**src/rtl/trace_capture_if.sv**
```systemverilog
// Probe, trigger-control and readback signals of the trace_capture buffer.
// The master modport drives captures; the slave modport is the buffer itself.
interface trace_capture_if #(
    parameter int unsigned CH_W = 16,
    parameter int unsigned NCH  = 4,
    parameter int unsigned AW   = 5,
    parameter int unsigned TS_W = 16
);
    logic                  arm_i;
    logic [1:0]            mode_i;
    logic                  trig_i;
    logic [CH_W-1:0]       match_i;
    logic [TS_W-1:0]       limit_i;
    logic [AW-1:0]         post_i;
    logic                  sample_v_i;
    logic [NCH*CH_W-1:0]   sample_i;
    logic [AW-1:0]         rd_addr_i;
    logic [NCH*CH_W-1:0]   rd_data_o;
    logic [TS_W-1:0]       rd_ts_o;
    logic [1:0]            state_o;
    logic [AW:0]           count_o;
    logic [AW-1:0]         trig_pos_o;

    modport master (
        output arm_i, mode_i, trig_i, match_i, limit_i, post_i, sample_v_i, sample_i, rd_addr_i,
        input  rd_data_o, rd_ts_o, state_o, count_o, trig_pos_o
    );

    modport slave (
        input  arm_i, mode_i, trig_i, match_i, limit_i, post_i, sample_v_i, sample_i, rd_addr_i,
        output rd_data_o, rd_ts_o, state_o, count_o, trig_pos_o
    );
endinterface

```
**src/rtl/trace_capture.sv**
```systemverilog
// Circular pipeline trace buffer: samples probes with a cycle stamp until a trigger
// plus post-trigger window, then freezes and serves the window through a registered read port.
module trace_capture #(
    parameter int unsigned CH_W  = 16,
    parameter int unsigned NCH   = 4,
    parameter int unsigned DEPTH = 32,
    parameter int unsigned AW    = 5,
    parameter int unsigned TS_W  = 16
) (
    input logic            clk,
    input logic            rst,
    trace_capture_if.slave bus
);
    localparam int unsigned DW = NCH * CH_W;
    localparam logic [AW:0] FillMax = (AW+1)'(DEPTH);

    typedef enum logic [1:0] {
        StIdle = 2'b00,
        StPre  = 2'b01,
        StPost = 2'b10,
        StDone = 2'b11
    } state_e;

    state_e          state_q, state_d;
    logic [AW-1:0]   wptr_q, wptr_d;
    logic [AW:0]     fill_q, fill_d;
    logic [TS_W-1:0] stamp_q, stamp_d;
    logic [1:0]      mode_q, mode_d;
    logic [CH_W-1:0] match_q, match_d;
    logic [TS_W-1:0] limit_q, limit_d;
    logic [AW-1:0]   post_q, post_d;
    logic [AW-1:0]   remain_q, remain_d;
    logic [AW:0]     count_q, count_d;
    logic [AW-1:0]   tpos_q, tpos_d;
    logic [DW-1:0]   rd_data_q, rd_data_d;
    logic [TS_W-1:0] rd_ts_q, rd_ts_d;

    logic [TS_W+DW-1:0] mem [DEPTH];

    logic          we;
    logic          trig_hit;
    logic          load_done;
    logic [AW:0]   fill_inc;
    logic [AW-1:0] oldest;
    logic [AW-1:0] raddr;

    always_comb begin
        case (mode_q)
            2'b00:   trig_hit = bus.trig_i;
            2'b01:   trig_hit = (bus.sample_i[CH_W-1:0] == match_q);
            2'b10:   trig_hit = (stamp_q == limit_q);
            default: trig_hit = 1'b1;
        endcase
    end

    always_comb begin
        state_d   = state_q;
        wptr_d    = wptr_q;
        fill_d    = fill_q;
        stamp_d   = stamp_q;
        mode_d    = mode_q;
        match_d   = match_q;
        limit_d   = limit_q;
        post_d    = post_q;
        remain_d  = remain_q;
        count_d   = count_q;
        tpos_d    = tpos_q;
        rd_data_d = rd_data_q;
        rd_ts_d   = rd_ts_q;
        we        = 1'b0;
        load_done = 1'b0;
        fill_inc  = (fill_q == FillMax) ? fill_q : fill_q + (AW+1)'(1);
        // Frozen window: oldest entry sits count entries behind the write pointer
        oldest    = wptr_q - count_q[AW-1:0];
        raddr     = oldest + bus.rd_addr_i;

        case (state_q)
            StIdle, StDone: begin
                if (bus.arm_i) begin
                    state_d = StPre;
                    wptr_d  = '0;
                    fill_d  = '0;
                    stamp_d = '0;
                    count_d = '0;
                    tpos_d  = '0;
                    mode_d  = bus.mode_i;
                    match_d = bus.match_i;
                    limit_d = bus.limit_i;
                    post_d  = bus.post_i;
                end
            end
            StPre: begin
                stamp_d = stamp_q + TS_W'(1);
                if (bus.sample_v_i) begin
                    we     = 1'b1;
                    wptr_d = wptr_q + AW'(1);
                    fill_d = fill_inc;
                    if (trig_hit) begin
                        if (post_q == '0) begin
                            load_done = 1'b1;
                        end else begin
                            state_d  = StPost;
                            remain_d = post_q;
                        end
                    end
                end
            end
            default: begin
                stamp_d = stamp_q + TS_W'(1);
                if (bus.sample_v_i) begin
                    we       = 1'b1;
                    wptr_d   = wptr_q + AW'(1);
                    fill_d   = fill_inc;
                    remain_d = remain_q - AW'(1);
                    load_done = (remain_q == AW'(1));
                end
            end
        endcase

        if (load_done) begin
            state_d = StDone;
            count_d = fill_inc;
            tpos_d  = fill_inc[AW-1:0] - post_q - AW'(1);
        end

        if (state_q == StDone) begin
            {rd_ts_d, rd_data_d} = mem[raddr];
        end
    end

    always_ff @(posedge clk or posedge rst) begin
        if (rst) begin
            state_q   <= StIdle;
            wptr_q    <= '0;
            fill_q    <= '0;
            stamp_q   <= '0;
            mode_q    <= '0;
            match_q   <= '0;
            limit_q   <= '0;
            post_q    <= '0;
            remain_q  <= '0;
            count_q   <= '0;
            tpos_q    <= '0;
            rd_data_q <= '0;
            rd_ts_q   <= '0;
        end else begin
            state_q   <= state_d;
            wptr_q    <= wptr_d;
            fill_q    <= fill_d;
            stamp_q   <= stamp_d;
            mode_q    <= mode_d;
            match_q   <= match_d;
            limit_q   <= limit_d;
            post_q    <= post_d;
            remain_q  <= remain_d;
            count_q   <= count_d;
            tpos_q    <= tpos_d;
            rd_data_q <= rd_data_d;
            rd_ts_q   <= rd_ts_d;
        end
    end

    always_ff @(posedge clk) begin
        if (we) begin
            mem[wptr_q] <= {stamp_q, bus.sample_i};
        end
    end

    assign bus.rd_data_o  = rd_data_q;
    assign bus.rd_ts_o    = rd_ts_q;
    assign bus.state_o    = state_q;
    assign bus.count_o    = count_q;
    assign bus.trig_pos_o = tpos_q;
endmodule

```
**src/flat_wrapper.sv**
```systemverilog
// flat-port wrapper written by rule: the top's interface ports become plain ports
module trace_capture_flat 
#(
    parameter int unsigned CH_W  = 16,
    parameter int unsigned NCH   = 4,
    parameter int unsigned DEPTH = 32,
    parameter int unsigned AW    = 5,
    parameter int unsigned TS_W  = 16
)
  (clk, rst, bus_arm_i, bus_mode_i, bus_trig_i, bus_match_i, bus_limit_i, bus_post_i, bus_sample_v_i, bus_sample_i, bus_rd_addr_i, bus_rd_data_o, bus_rd_ts_o, bus_state_o, bus_count_o, bus_trig_pos_o);
  trace_capture_if #(.CH_W(CH_W), .NCH(NCH), .AW(AW), .TS_W(TS_W)) bus_i ();
  input logic clk;
  input logic rst;
  input wire logic [$bits(bus_i.arm_i)-1:0] bus_arm_i;
  input wire logic [$bits(bus_i.mode_i)-1:0] bus_mode_i;
  input wire logic [$bits(bus_i.trig_i)-1:0] bus_trig_i;
  input wire logic [$bits(bus_i.match_i)-1:0] bus_match_i;
  input wire logic [$bits(bus_i.limit_i)-1:0] bus_limit_i;
  input wire logic [$bits(bus_i.post_i)-1:0] bus_post_i;
  input wire logic [$bits(bus_i.sample_v_i)-1:0] bus_sample_v_i;
  input wire logic [$bits(bus_i.sample_i)-1:0] bus_sample_i;
  input wire logic [$bits(bus_i.rd_addr_i)-1:0] bus_rd_addr_i;
  output wire logic [$bits(bus_i.rd_data_o)-1:0] bus_rd_data_o;
  output wire logic [$bits(bus_i.rd_ts_o)-1:0] bus_rd_ts_o;
  output wire logic [$bits(bus_i.state_o)-1:0] bus_state_o;
  output wire logic [$bits(bus_i.count_o)-1:0] bus_count_o;
  output wire logic [$bits(bus_i.trig_pos_o)-1:0] bus_trig_pos_o;
  assign bus_i.arm_i = bus_arm_i;
  assign bus_i.mode_i = bus_mode_i;
  assign bus_i.trig_i = bus_trig_i;
  assign bus_i.match_i = bus_match_i;
  assign bus_i.limit_i = bus_limit_i;
  assign bus_i.post_i = bus_post_i;
  assign bus_i.sample_v_i = bus_sample_v_i;
  assign bus_i.sample_i = bus_sample_i;
  assign bus_i.rd_addr_i = bus_rd_addr_i;
  assign bus_rd_data_o = bus_i.rd_data_o;
  assign bus_rd_ts_o = bus_i.rd_ts_o;
  assign bus_state_o = bus_i.state_o;
  assign bus_count_o = bus_i.count_o;
  assign bus_trig_pos_o = bus_i.trig_pos_o;
  trace_capture #(.CH_W(CH_W), .NCH(NCH), .DEPTH(DEPTH), .AW(AW), .TS_W(TS_W)) u_core (.clk(clk), .rst(rst), .bus(bus_i));
endmodule
```
**config.mk**
```make
export PLATFORM = sky130hd
export DESIGN_NAME = trace_capture_flat
export DESIGN_NICKNAME = d
export VERILOG_FILES = /design/src/rtl/trace_capture_if.sv /design/src/rtl/trace_capture.sv /design/src/flat_wrapper.sv
export SDC_FILE = /design/constraint.sdc
export NUM_CORES = 2
export LEC_CHECK = 0
export ABC_AREA = 1
export CAP_MARGIN = 0
export CORE_MARGIN = 2
export CORE_UTILIZATION = 49
export CTS_CLUSTER_SIZE = 30
export DETAILED_ROUTE_END_ITERATION = 16
export PLACE_DENSITY_LB_ADDON = 0.2
export SKIP_LAST_GASP = 1
export SYNTH_ARGS = -nofsm -noshare
export SYNTH_HDL_FRONTEND = slang
export SYNTH_SLANG_ARGS = --single-unit
```
**constraint.sdc**
```tcl
create_clock -name clk -period 6.17 [get_ports clk]
set_clock_uncertainty 0.05 [all_clocks]
set_input_delay 1.234 -clock clk [delete_from_list [all_inputs] [get_ports clk]]
set_output_delay 1.234 -clock clk [all_outputs]
set_load 0.1 [all_outputs]
```
==> impl_metrics.csv <==
group,metric,value,unit
drt,wirelength,305600,um
place,dpl.cell_count,11940,
yosys,ys_seq_area_share,74.25,%
timing,timing.fmax,0.2237,GHz
job,drv_cap,0,
final_layout,syn2layout_area_growth,13.97,%
drt,avgViaCountPerCell,5.808,
floorplanning,core-area,0.2217,sq mm
timing,drv_slew,0,
yosys,synthArstFlopShare,6.021,%
drt,wire_per_inst,24.55,um
clock_network,cts_inserted_buffers,293,
yosys,syn_nets,9278,
floorplanning,dieArea,0.2264,sq mm
final_layout,drive_above_1_share,6.634,%
clock_network,ctsResizeCount,0,
timing,fin_setup_tns,0,ns
clock_network,cts_tree,"done",
grt,grt_pass1_wl,448500,um
timing,finalSetupViolations,0,
yosys,synth.distinct_cells,31,
clock_network,cts_sinks,2724,
drt,vias,72310,
grt,grt_max_degree,172,
critical_path,cp-end-kind,"register",
timing,worst_pin_slew,1.331,ns
yosys,syn_area,0.1091,sq mm
floorplanning,die_h,475.8,um
place,portBuffers,205,
min_path,hp-class,"reg -> reg",
drt,drt_iter0_drc,9408,
critical_path,crit_arrival,5.26,ns
floorplanning,num_io_pins,206,
yosys,yosys_warnings,0,
drt,firstDrtPassIters,6,
place,placed_cell_area,0.1152,sq mm
drt,drcViolationCount,0,
critical_path,critical_path.max_fanout,99,
critical_path,setup.worst_path.start_class,"primary input",
status,status,"completed",
grt,grt_util_all_layers,26.64,%
place,dp_hpwl,149000,um
clock_network,insertion_delay,0.94,ns
timing,slew_headroom,11.25,%
grt,grt_pass1_vias,69370,
timing,period_minus_slack,4.471,ns
yosys,synth.ff_latch_count,2724,
final_layout,finalNetCount,9394,
final_layout,final_util,56.08,%
grt,antenna_found_initial,14,
final_layout,finalNonFillerCells,12450,
floorplanning,rows,173,
timing,rsz0062_at_grt,"false",
clock_network,htreeDepth,5,
yosys,synthCells,9139,
critical_path,critical_path_required,6.96,ns
floorplanning,die_w,475.8,um
final_layout,final_area,0.1243,sq mm
yosys,ys.flop_type,"edfxtp_1",
yosys,avgSynthCellArea,11.93,sq um
clock_network,clk_pin_slew,0.05,ns
clock_network,cts_root_buffer,"clkbuf_16",
timing,fin_crit_sh,72.46,%
critical_path,worstSetupPathType,"in -> reg",
timing,hold_violations,0,
floorplanning,start_util,49.20,%
drt,drtAntennaViolNets,0,
grt,globalRouteOverflowTotal,0,
yosys,synth_edf_count,2560,
clock_network,postCtsSetupRepairBufs,0,
place,place_congestion,0.8026,
clock_network,cts_buffer_depth,4,
clock_network,holdBufCountCts,0,
-- cell usage in the layout, fill, tap and decap left out, types with 3 or more instances in the layout --
master / Yosys / routed
inv_6: 0 / 7
clkbuf_8: 0 / 25
clkinvlp_4: 0 / 3
o21ai_0: 1042 / 1042
o21ai_1: 1109 / 1109
nand2_1: 1136 / 1136
o22ai_1: 7 / 7
nand3_1: 52 / 52
edfxtp_1: 2560 / 2560
clkdlybuf4s50_1: 0 / 205
buf_4: 62 / 106
inv_8: 0 / 4
clkinv_2: 0 / 33
nor2_4: 0 / 32
dfrtp_1: 164 / 164
xnor2_1: 7 / 7
clkbuf_16: 0 / 299
bufinv_16: 0 / 18
buf_12: 0 / 89
a21oi_1: 327 / 327
nor3_1: 9 / 9
ha_1: 21 / 19
diode_2: 0 / 8
inv_1: 96 / 94
clkinv_1: 1 / 47
nor2_1: 1990 / 1958
clkbuf_1: 381 / 74
fa_1: 5 / 4
nand4_1: 6 / 6
xor2_1: 14 / 13
-- routing by layer --
metal  share of wire [%]  GRT usage [%]  routed length (um)  vias up
met5               0.022              0                  68        -
met4                 2.5          7.316                7543       12
met3                 9.0          4.365               27600      506
met2                  46          42.01              141900     3310
met1                  42          38.51              128500    35970
li1                    -              -                   -    32510
-- cells by family (layout without fill, tap and decap cells) --
logic type	Yosys count	after routing	synth area share, %
compound gates	2489	2489	11.44
flops	2724	2724	74.25
mux	1	1	0.009178
other cells	0	8	0
simple gates	3196	3196	11.09
buf+inv	681	1008	2.694
fa+ha+maj	26	26	0.3327
xor+xnor	22	22	0.1836
-- final timing paths --
kind                                              start                  endpoint  slack [ns]  cells past startpoint
worst max-delay path                   bus_rd_addr_i[1]  u_core.bus.rd_data_o[19]        1.70                     15
worst min-delay path            u_core.bus.rd_data_o[1]   u_core.bus.rd_data_o[1]        0.43                      2
worst max register to register         u_core.wptr_q[0]  u_core.bus.rd_data_o[19]        2.01                     15
worst min register to register  u_core.bus.rd_data_o[1]   u_core.bus.rd_data_o[1]        0.43                      2
max in group asynchronous                           rst  u_core.bus.rd_data_o[54]        4.23                      3
min in group asynchronous                           rst  u_core.bus.rd_data_o[13]        0.71                      2
-- synthesized netlist by cell type, types with 2 or more instances --
master | count | area share (%)
a21oi_1 | 327 | 1.5
buf_1 | 62 | 0.21
buf_2 | 65 | 0.30
buf_4 | 62 | 0.43
buf_6 | 9 | 0.093
clkbuf_1 | 381 | 1.3
dfrtp_1 | 164 | 3.8
edfxtp_1 | 2560 | 70
fa_1 | 5 | 0.092
ha_1 | 21 | 0.24
inv_1 | 96 | 0.33
inv_2 | 5 | 0.017
nand2_1 | 1136 | 3.9
nand3_1 | 52 | 0.24
nand4_1 | 6 | 0.034
nor2_1 | 1990 | 6.8
nor3_1 | 9 | 0.041
o21ai_0 | 1042 | 4.8
o21ai_1 | 1109 | 5.1
o22ai_1 | 7 | 0.040
or2_2 | 2 | 0.011
xnor2_1 | 7 | 0.056
xor2_1 | 14 | 0.11
-- registers in the layout, summed over array words and instances, names as in the netlist --
signal and count:
u_core.bus.trig_pos_o 5, u_core.limit_q 16, u_core.bus.state_o 2, u_core.post_q 5
u_core.bus.count_o 6, u_core.stamp_q 16, u_core.bus.rd_data_o 64, u_core.remain_q 5
u_core.mode_q 2, u_core.wptr_q 5, u_core.mem 2560, u_core.match_q 16
u_core.bus.rd_ts_o 16, u_core.fill_q 6
-- final cells by class --
cell class	count	area, sq um
fill	18070	97350
inverter	102	420.4
multi-input combinational	5734	25460
tap	2975	3722
sequential	2724	80980
antenna	8	20.02
timing repair buffer	400	4629
clock inverter	108	965.9
clock buffer	398	8104
-- worst max-delay path, stage by stage --
cell and delay [ns]:
clkdlybuf4s50_1 0.46, inv_1 0.08, fa_1 0.51, inv_1 0.07, fa_4 0.92, buf_12 0.35, buf_12 0.33, o21ai_0 0.12
o21ai_0 0.24, nand2_1 0.07, a21oi_1 0.36, o21ai_1 0.11, nand2_1 0.08, nand2_1 0.05, nand2_1 0.09
-- stage by stage --
stage | worst slack, ns | hold WS [ns]
5_1_grt | 1.558 | 0.4576
3_5_place_dp | 0.8846 | 0.4176
4_1_cts | 1.851 | 0.4385
3_3_place_gp | 0.8621 | 0.4199
2_1_floorplan | 0.05713 | 0.4155
6_report | 1.699 | 0.4341
Power is not shown: default switching activity piles up to over one toggle a cycle in this logic, so the estimate is an artifact.
